==> config.mk <==
export PLATFORM = sky130hd
export DESIGN_NAME = snowbro2_eeprom
export DESIGN_NICKNAME = d
export VERILOG_FILES = /design/src/rtl/snowbro2_eeprom_pkg.sv /design/src/rtl/snowbro2_eeprom_edge.sv /design/src/rtl/snowbro2_eeprom.sv
export SDC_FILE = /design/constraint.sdc
export NUM_CORES = 2
export LEC_CHECK = 0
export ABC_AREA = 1
export CORE_UTILIZATION = 62
export DETAILED_ROUTE_END_ITERATION = 8
export PLACE_DENSITY = 0.77
export SETUP_SLACK_MARGIN = 0.15
export SLEW_MARGIN = 20
export SYNTH_ARGS = -nofsm -noshare
export SYNTH_HDL_FRONTEND = slang
export SYNTH_SLANG_ARGS = --single-unit
export TNS_END_PERCENT = 100
==> constraint.sdc <==
create_clock -name CLK -period 7.6 [get_ports CLK]
set_input_delay 1.52 -clock CLK [delete_from_list [all_inputs] [get_ports CLK]]
set_output_delay 1.52 -clock CLK [all_outputs]
set_load 0.01 [all_outputs]
==> src/rtl/snowbro2_eeprom_pkg.sv <==
// Shared constants for the snowbro2 93C46-style EEPROM responder: geometry,
// opcode encodings and the controller state type.
package snowbro2_eeprom_pkg;

  localparam int WORDS  = 64;
  localparam int DATA_W = 16;
  localparam int ADDR_W = 6;

  localparam logic [1:0] OP_EXT   = 2'b00;
  localparam logic [1:0] OP_WRITE = 2'b01;
  localparam logic [1:0] OP_READ  = 2'b10;
  localparam logic [1:0] OP_ERASE = 2'b11;

  // Extended (opcode 00) commands are selected by address bits A5:A4
  localparam logic [1:0] EXT_EWDS = 2'b00;
  localparam logic [1:0] EXT_WRAL = 2'b01;
  localparam logic [1:0] EXT_ERAL = 2'b10;
  localparam logic [1:0] EXT_EWEN = 2'b11;

  typedef enum logic [2:0] {
    ST_IDLE,
    ST_OPC,
    ST_ADDR,
    ST_RDATA,
    ST_WDATA,
    ST_BUSY
  } state_t;

  function automatic logic isEraseCmd(input logic [1:0] op, input logic [ADDR_W-1:0] addr);
    return (op == OP_ERASE) || ((op == OP_EXT) && (addr[5:4] == EXT_ERAL));
  endfunction

endpackage

==> src/rtl/snowbro2_eeprom_edge.sv <==
// Edge detector for the CPU-driven SCLK and SCS levels, both already
// synchronous to the system clock.
module snowbro2_eeprom_edge (
  input  logic i_clk,
  input  logic i_rst_n,
  input  logic i_sclk,
  input  logic i_scs,
  output logic o_sclkRise,
  output logic o_scsFall
);

  logic r_sclkPrev;
  logic r_scsPrev;

  always_ff @(posedge i_clk or negedge i_rst_n) begin
    if (!i_rst_n) begin
      r_sclkPrev <= 1'b0;
      r_scsPrev  <= 1'b0;
    end else begin
      r_sclkPrev <= i_sclk;
      r_scsPrev  <= i_scs;
    end
  end

  assign o_sclkRise = i_sclk & ~r_sclkPrev;
  assign o_scsFall  = ~i_scs & r_scsPrev;

endmodule

==> src/rtl/snowbro2_eeprom.sv <==
// snowbro2_eeprom: 93C46 serial EEPROM responder, x16 organisation, 64 words.
// Define SNOWBRO2_EEPROM_HOST_EN to enable the host NVRAM load/save port.
module snowbro2_eeprom
  import snowbro2_eeprom_pkg::*;
#(
  parameter int WRITE_CYCLES = 64
) (
  input  logic              CLK,
  input  logic              RESET,
  input  logic              SCS,
  input  logic              SCLK,
  input  logic              SDI,
  output logic              SDO,
  input  logic [ADDR_W-1:0] HOST_ADDR,
  input  logic [DATA_W-1:0] HOST_DIN,
  input  logic              HOST_WE,
  output logic [DATA_W-1:0] HOST_DOUT
);

  localparam int CNT_W = (WRITE_CYCLES > 1) ? $clog2(WRITE_CYCLES) : 1;
  localparam logic [CNT_W-1:0] BUSY_LAST = CNT_W'(WRITE_CYCLES - 1);

  state_t              r_state, w_stateNext;
  logic                r_sdo, w_sdoNext;
  logic                r_wen, w_wenNext;
  logic [1:0]          r_op, w_opNext;
  logic [ADDR_W-1:0]   r_addr, w_addrNext, w_addrFull;
  logic [4:0]          r_bitCnt, w_bitCntNext;
  logic [DATA_W-1:0]   r_shift, w_shiftNext;
  logic [CNT_W-1:0]    r_busyCnt, w_busyCntNext;
  logic                w_sclkRise, w_scsFall, w_rise;
  logic                w_commit, w_commitAll;
  logic [DATA_W-1:0]   w_commitData;

  // Words are stored inverted so flops that power up at zero read as erased (FFFF)
  logic [DATA_W-1:0]   r_memN [WORDS];

  snowbro2_eeprom_edge u_edge (
    .i_clk      (CLK),
    .i_rst_n    (RESET),
    .i_sclk     (SCLK),
    .i_scs      (SCS),
    .o_sclkRise (w_sclkRise),
    .o_scsFall  (w_scsFall)
  );

  assign w_rise     = w_sclkRise & SCS;
  assign w_addrFull = {r_addr[ADDR_W-2:0], SDI};
  assign SDO        = r_sdo;

  always_ff @(posedge CLK or negedge RESET) begin
    if (!RESET) begin
      r_state   <= ST_IDLE;
      r_sdo     <= 1'b1;
      r_wen     <= 1'b0;
      r_op      <= '0;
      r_addr    <= '0;
      r_bitCnt  <= '0;
      r_shift   <= '0;
      r_busyCnt <= '0;
    end else begin
      r_state   <= w_stateNext;
      r_sdo     <= w_sdoNext;
      r_wen     <= w_wenNext;
      r_op      <= w_opNext;
      r_addr    <= w_addrNext;
      r_bitCnt  <= w_bitCntNext;
      r_shift   <= w_shiftNext;
      r_busyCnt <= w_busyCntNext;
    end
  end

  always_comb begin
    w_stateNext   = r_state;
    w_sdoNext     = r_sdo;
    w_wenNext     = r_wen;
    w_opNext      = r_op;
    w_addrNext    = r_addr;
    w_bitCntNext  = r_bitCnt;
    w_shiftNext   = r_shift;
    w_busyCntNext = r_busyCnt;
    w_commit      = 1'b0;
    w_commitAll   = 1'b0;
    w_commitData  = r_shift;

    case (r_state)
      ST_IDLE: begin
        w_sdoNext = 1'b1;
        if (w_rise && SDI) begin
          w_stateNext  = ST_OPC;
          w_opNext     = '0;
          w_bitCntNext = '0;
        end
      end

      ST_OPC: begin
        if (w_scsFall) begin
          w_stateNext = ST_IDLE;
        end else if (w_rise) begin
          w_opNext = {r_op[0], SDI};
          if (r_bitCnt == 5'd1) begin
            w_stateNext  = ST_ADDR;
            w_bitCntNext = '0;
          end else begin
            w_bitCntNext = r_bitCnt + 5'd1;
          end
        end
      end

      // ERASE/ERAL park here with a full address until SCS drops
      ST_ADDR: begin
        if (w_scsFall) begin
          w_stateNext = ST_IDLE;
          w_sdoNext   = 1'b1;
          if ((r_bitCnt == 5'd6) && isEraseCmd(r_op, r_addr) && r_wen) begin
            w_commit      = 1'b1;
            w_commitAll   = (r_op == OP_EXT);
            w_commitData  = '1;
            w_stateNext   = ST_BUSY;
            w_sdoNext     = 1'b0;
            w_busyCntNext = '0;
          end
        end else if (w_rise && (r_bitCnt < 5'd6)) begin
          w_addrNext   = w_addrFull;
          w_bitCntNext = r_bitCnt + 5'd1;
          if (r_bitCnt == 5'd5) begin
            case (r_op)
              OP_READ: begin
                w_stateNext  = ST_RDATA;
                w_sdoNext    = 1'b0;
                w_shiftNext  = ~r_memN[w_addrFull];
                w_bitCntNext = '0;
              end
              OP_WRITE: begin
                w_stateNext  = ST_WDATA;
                w_shiftNext  = '0;
                w_bitCntNext = '0;
              end
              OP_ERASE: ;
              default: begin
                case (w_addrFull[5:4])
                  EXT_EWEN: begin
                    w_wenNext   = 1'b1;
                    w_stateNext = ST_IDLE;
                  end
                  EXT_EWDS: begin
                    w_wenNext   = 1'b0;
                    w_stateNext = ST_IDLE;
                  end
                  EXT_WRAL: begin
                    w_stateNext  = ST_WDATA;
                    w_shiftNext  = '0;
                    w_bitCntNext = '0;
                  end
                  default: ;
                endcase
              end
            endcase
          end
        end
      end

      ST_RDATA: begin
        if (w_scsFall) begin
          w_stateNext = ST_IDLE;
          w_sdoNext   = 1'b1;
        end else if (w_rise) begin
          w_sdoNext = r_shift[DATA_W-1];
          if (r_bitCnt == 5'd15) begin
            w_addrNext   = r_addr + 6'd1;
            w_shiftNext  = ~r_memN[r_addr + 6'd1];
            w_bitCntNext = '0;
          end else begin
            w_shiftNext  = {r_shift[DATA_W-2:0], 1'b0};
            w_bitCntNext = r_bitCnt + 5'd1;
          end
        end
      end

      ST_WDATA: begin
        if (w_scsFall) begin
          w_stateNext = ST_IDLE;
          w_sdoNext   = 1'b1;
          if ((r_bitCnt == 5'd16) && r_wen) begin
            w_commit      = 1'b1;
            w_commitAll   = (r_op == OP_EXT);
            w_stateNext   = ST_BUSY;
            w_sdoNext     = 1'b0;
            w_busyCntNext = '0;
          end
        end else if (w_rise && (r_bitCnt < 5'd16)) begin
          w_shiftNext  = {r_shift[DATA_W-2:0], SDI};
          w_bitCntNext = r_bitCnt + 5'd1;
        end
      end

      ST_BUSY: begin
        w_sdoNext = 1'b0;
        if (r_busyCnt == BUSY_LAST) begin
          w_stateNext  = ST_IDLE;
          w_sdoNext    = 1'b1;
          w_bitCntNext = '0;
        end else begin
          w_busyCntNext = r_busyCnt + 1'b1;
        end
      end

      default: begin
        w_stateNext = ST_IDLE;
        w_sdoNext   = 1'b1;
      end
    endcase
  end

  // The array is written on the commit cycle itself, so BUSY is only a status delay
  always_ff @(posedge CLK) begin
    if (w_commit) begin
      if (w_commitAll) begin
        for (int i = 0; i < WORDS; i++) begin
          r_memN[i] <= ~w_commitData;
        end
      end else begin
        r_memN[r_addr] <= ~w_commitData;
      end
    end
`ifdef SNOWBRO2_EEPROM_HOST_EN
    else if (HOST_WE) begin
      r_memN[HOST_ADDR] <= ~HOST_DIN;
    end
`endif
  end

`ifdef SNOWBRO2_EEPROM_HOST_EN
  logic [DATA_W-1:0] r_hostDout;

  always_ff @(posedge CLK or negedge RESET) begin
    if (!RESET) begin
      r_hostDout <= '0;
    end else begin
      r_hostDout <= ~r_memN[HOST_ADDR];
    end
  end

  assign HOST_DOUT = r_hostDout;
`else
  logic w_unusedHost;

  assign w_unusedHost = ^{HOST_WE, HOST_ADDR, HOST_DIN};
  assign HOST_DOUT    = '0;
`endif

endmodule

# Yosys cells after proc, flatten, opt, wreduce, memory -nomap -nowiden
# Memory sizes are Yosys's and may differ from the RTL's.
# Cells that the tools add are included.
[classes]
addsub = 3
order_cmp = 2
eq_ne = 45
muxes = 92
bitwise = 11
reduce_logical = 29
[ops]
columns = ["cell", "count"]
rows = [
  ["$mux 16", 13],
  ["$pmux 16 s3", 2],
  ["$mux 5", 14],
  ["$mux 6", 11],
  ["$not 16->16", 3],
  ["$mux 3", 12],
  ["$ne 2x2->1 const B", 16],
  ["$pmux 5 s6", 1],
  ["$mux 1", 25],
  ["$reduce_and 6->1", 4],
  ["$ne 3x2->1 const B", 7],
  ["$reduce_and 10->1", 2],
  ["$pmux 3 s6", 1],
  ["$pmux 6 s3", 1],
  ["$reduce_or 16->1", 1],
  ["$add 6x1->6 const B", 2],
  ["$pmux 6 s2", 1],
  ["$reduce_and 11->1", 1],
  ["$eq 5x3->1 const B", 2],
  ["$pmux 5 s2", 1],
  ["$pmux 3 s3", 1],
  ["$eq 2x2->1 const B", 4],
  ["$logic_and 1x1->1", 7],
  ["$eq 3x2->1 const B", 2],
  ["other kinds (29)", 48],
]
[totals]
ff_bits = 42
ramBits = 1024
input_bits = 28
output_inout_bits = 17
word_cells = 193
mem_count = 1
[memory_table]
columns = ["memory", "words", "width", "read_ports", "rd_clocked_by_memory_dff", "write_ports", "line", "source"]
rows = [
  ["r_memN", 64, 16, 2, 0, 64, "snowbro2_eeprom.sv:36", "logic [DATA_W-1:0] r_memN [WORDS];"],
]

# Logic depth before layout (Yosys ltp)
[logic_depth]
ltp_word = 13
ltp_mapped = 17
ltp_nobuf = 14

# Hierarchy
# A second synthesis with hierarchy kept.
[hier_totals]
cells_unflattened = 6605
hier_area_um2 = 56392.8
[modules_own_cells]
columns = ["mod", "n_inst", "cells_each", "area_each_um2", "seq_area_each_um2"]
rows = [
  ["snowbro2_eeprom", 1, 6599, 56322.8, 31751.7],
  ["snowbro2_eeprom_edge", 1, 6, 70.1, 50.0],
]

# Worst setup path after synthesis
# No wires, ideal clock.
[synth_timing]
kind = "input -> register"
from = "in SCS"
to = "mem r_memN[10][0], enable pin"
setup_ns = 0.411
t_arrival_ns = 3.600
t_required_ns = 7.189
setup_slack_ns = 3.589
cell_stages = 5
n_path_buf = 0
path_cell_list = "nor2_1 nand3_1 a211oi_2 nand2_1 o21ai_0"
[synth_lines]
columns = ["item", "line", "source"]
rows = [
  ["start: declaration", "snowbro2_eeprom.sv:10", "input logic SCS,"],
  ["end: declaration", "snowbro2_eeprom.sv:36", ""],
]

==> metrics <==
outcome finished, final reports clean; register area share after synthesis 56.0%; final worst slack 2.66 ns; Die Wd 305 µm; register clock-pin slew on the reported worst setup and hold paths 0.06 ns; ANT cells 0; upper clock frequency limit 202 MHz; pre-CTS WS 2.26 ns; routability cong. 0.955; Setup CP Type in2reg; Remaining DRCs 0; Max H-tree Level 3; Post-synth EDFFs 1,024; CP required 8.00 ns; Hold Path Stages 2; Synth Warn # 0; commonest non-fill, non-tap cell in the layout nand2_1; Die Span Y 305 µm; number of global-route vias before repair 44,100; Core Box Area 90,300 µm²; Routed Antenna Nets 0; gr usage total 36.0%; DR top layer met5; WL final 169,000 µm; wire length on met1 61,600 µm; dominant cells by area after synthesis edfxtp_1, nand2_1, nand3_1; Post-Syn Instances 6,764; RSZ-0062 raised after global routing no; worst-margin pin slew 1.22 ns; CP Max Fanout 13; final non-filler cell total 7,809; DP Cell Count 7,613; hold_buf cts 0; commonest cells after routing, fill and taps aside nand2_1, nand3_1, edfxtp_1; FF+latch count, synth 1,066; via count 47,700; pwr/cell area 413 nW/µm²; antenna violations before repair 2; port bufs 5; top-area cell type share of the netlist area 54.2%; clock skew 0.0301 ns; max_cap viols 0; Slew Limit Fails 0; FFs w/ async S/R, synth 3.94%; GRT overflow 0; Post-CTS Setup Inserts 0; IO Count 45; Final Hold Vio Count 0; LEAKAGE 25.9 nW; wire per inst 21.6 µm; Final TNS setup 0 ns; # fillers 6,820; final setup fails 0; DP HPWL 94,500 µm; library cells used by synthesis 44; fin crit share 65.0%; synthesized cell area 56,800 µm²; crit path time final 4.94 ns; Reg2Reg Depth 10; clk buf depth 3; Post-CTS Resized 0; row count 110; Synth Area per Inst 8.39 µm²; Worst setup SP type input pin; clk sinks 1,066; Post-synth top flop edfxtp_1; Synth-to-Final Area Change 7.39%; DR iter-0 viols 7,718; CP endpoint kind register; Num CTS Buffers 111; first-pass GRT wire length 253,000 µm; Yosys top cell by area edfxtp_1; Core Util, Final 67.5%; Die Area 92,800 µm²; Initial Util 62.9%; Worst Hold Class reg2reg; Nets 6,596; Detailed Routing Iterations Pass 1 7; DR WL met3 24,600 µm; normalized max-slew margin 18.4%; CTS root buffer clkbuf_16; pin count of the biggest net entering global routing 235; Via-to-Cell Ratio 6.11; CTS tree built; share of cells above drive strength 1 7.01%; Worst-Skew Late Latency 0.71 ns; critical path arrival 5.34 ns; met2 WL post-DR 74,500 µm; Peak supply drop 0.000584 V
==> synth_stat cells (2+ instances only) <==
library cell,number
nand2_1,2260
nand3_1,1191
edfxtp_1,1024
inv_1,717
nor2_1,419
buf_2,271
o211ai_1,166
o21ai_0,157
a21oi_1,138
clkbuf_1,127
or2_2,99
dfrtp_1,41
buf_4,27
buf_1,25
o21ai_1,24
ha_1,18
inv_2,7
nand4_1,7
nor2_2,6
nand2_2,3
nor3_1,3
nor3b_1,3
o31ai_1,3
xor2_2,3
a31oi_1,2
nor2_4,2
nor3_2,2
or2_0,2
xor2_1,2
==> path summary, 6_finish.rpt <==
check / from / to / slack, ns
worst max register to register: r_state[2] / r_memN[1][11] / 3.01
worst min-delay path: SDO / SDO / 0.53
worst min register to register: SDO / SDO / 0.53
max in group asynchronous: RESET / r_addr[0] / 6.19
min in group asynchronous: RESET / r_op[0] / 0.93
worst max-delay path: SCS / r_memN[1][11] / 2.66
==> worst max-delay path: stages <==
cell and delay [ns]:
clkdlybuf4s50_1 0.44, nor2_1 0.50, nand3_1 0.28, a21oi_2 0.32
nand3_1 0.78, o21ai_2 1.19, buf_4 0.28
==> power by group <==
part / leakage [nW] / switching (mW) / internal (mW)
logic: 14.4 / 9.34 / 3.00
registers: 9.73 / 0.143 / 7.41
clock network: 1.70 / 2.26 / 3.04
total: 25.9 / 11.7 / 13.5
==> cell families (layout without fill, tap and decap cells) <==
| logic type | Yosys count | in the layout | share of synthesized area, % |
|---|---|---|---|
| simple gates | 4001 | 4001 | 29.7 |
| buf+inv | 1175 | 1029 | 8.55 |
| flops | 1066 | 1066 | 56.0 |
| compound gates | 496 | 496 | 5.16 |
| fa+ha+maj | 18 | 18 | 0.397 |
| xor+xnor | 6 | 6 | 0.132 |
| other cells | 1 | 16 | 0.00661 |
| mux | 1 | 1 | 0.0176 |
==> per-stage QoR <==
step                hold slack [ns]  cell area [µm²]  power (mW)
finish                        0.527            61000        25.2
global placement              0.515            57400        19.2
global route                  0.541            61000        26.2
floorplan                     0.492            56800        15.5
detailed placement            0.519            57400        19.4
CTS                           0.531            60900        24.6
==> cell type report <==
| type | instances | area [µm²] | share of cell area, % |
|---|---|---|---|
| repair buffers | 108 | 923 | 1.51 |
| clock inverters | 61 | 515 | 0.846 |
| flip-flops and latches | 1066 | 31800 | 52.2 |
| inverters | 725 | 2760 | 4.53 |
| multi-input cells | 4538 | 20500 | 33.7 |
| clock buffers | 135 | 2950 | 4.84 |
| well taps | 1176 | 1470 | 2.41 |
==> per-layer routing <==
metal  up-vias  global-route usage, %
met5         -                      0
li1      21800                      -
met4         2                   18.3
met3       559                   8.39
met2      3367                   54.5
met1     22000                   48.7
==> sequential cells by signal, summed over array words and instances (netlist names) <==
name / count
r_memN: 1024
u_edge.r_scsPrev: 1
r_state: 3
r_busyCnt: 6
r_shift: 16
r_bitCnt: 5
r_wen: 1
r_op: 2
r_addr: 6
SDO: 1
u_edge.r_sclkPrev: 1
Power figures use the tool's default switching activity.
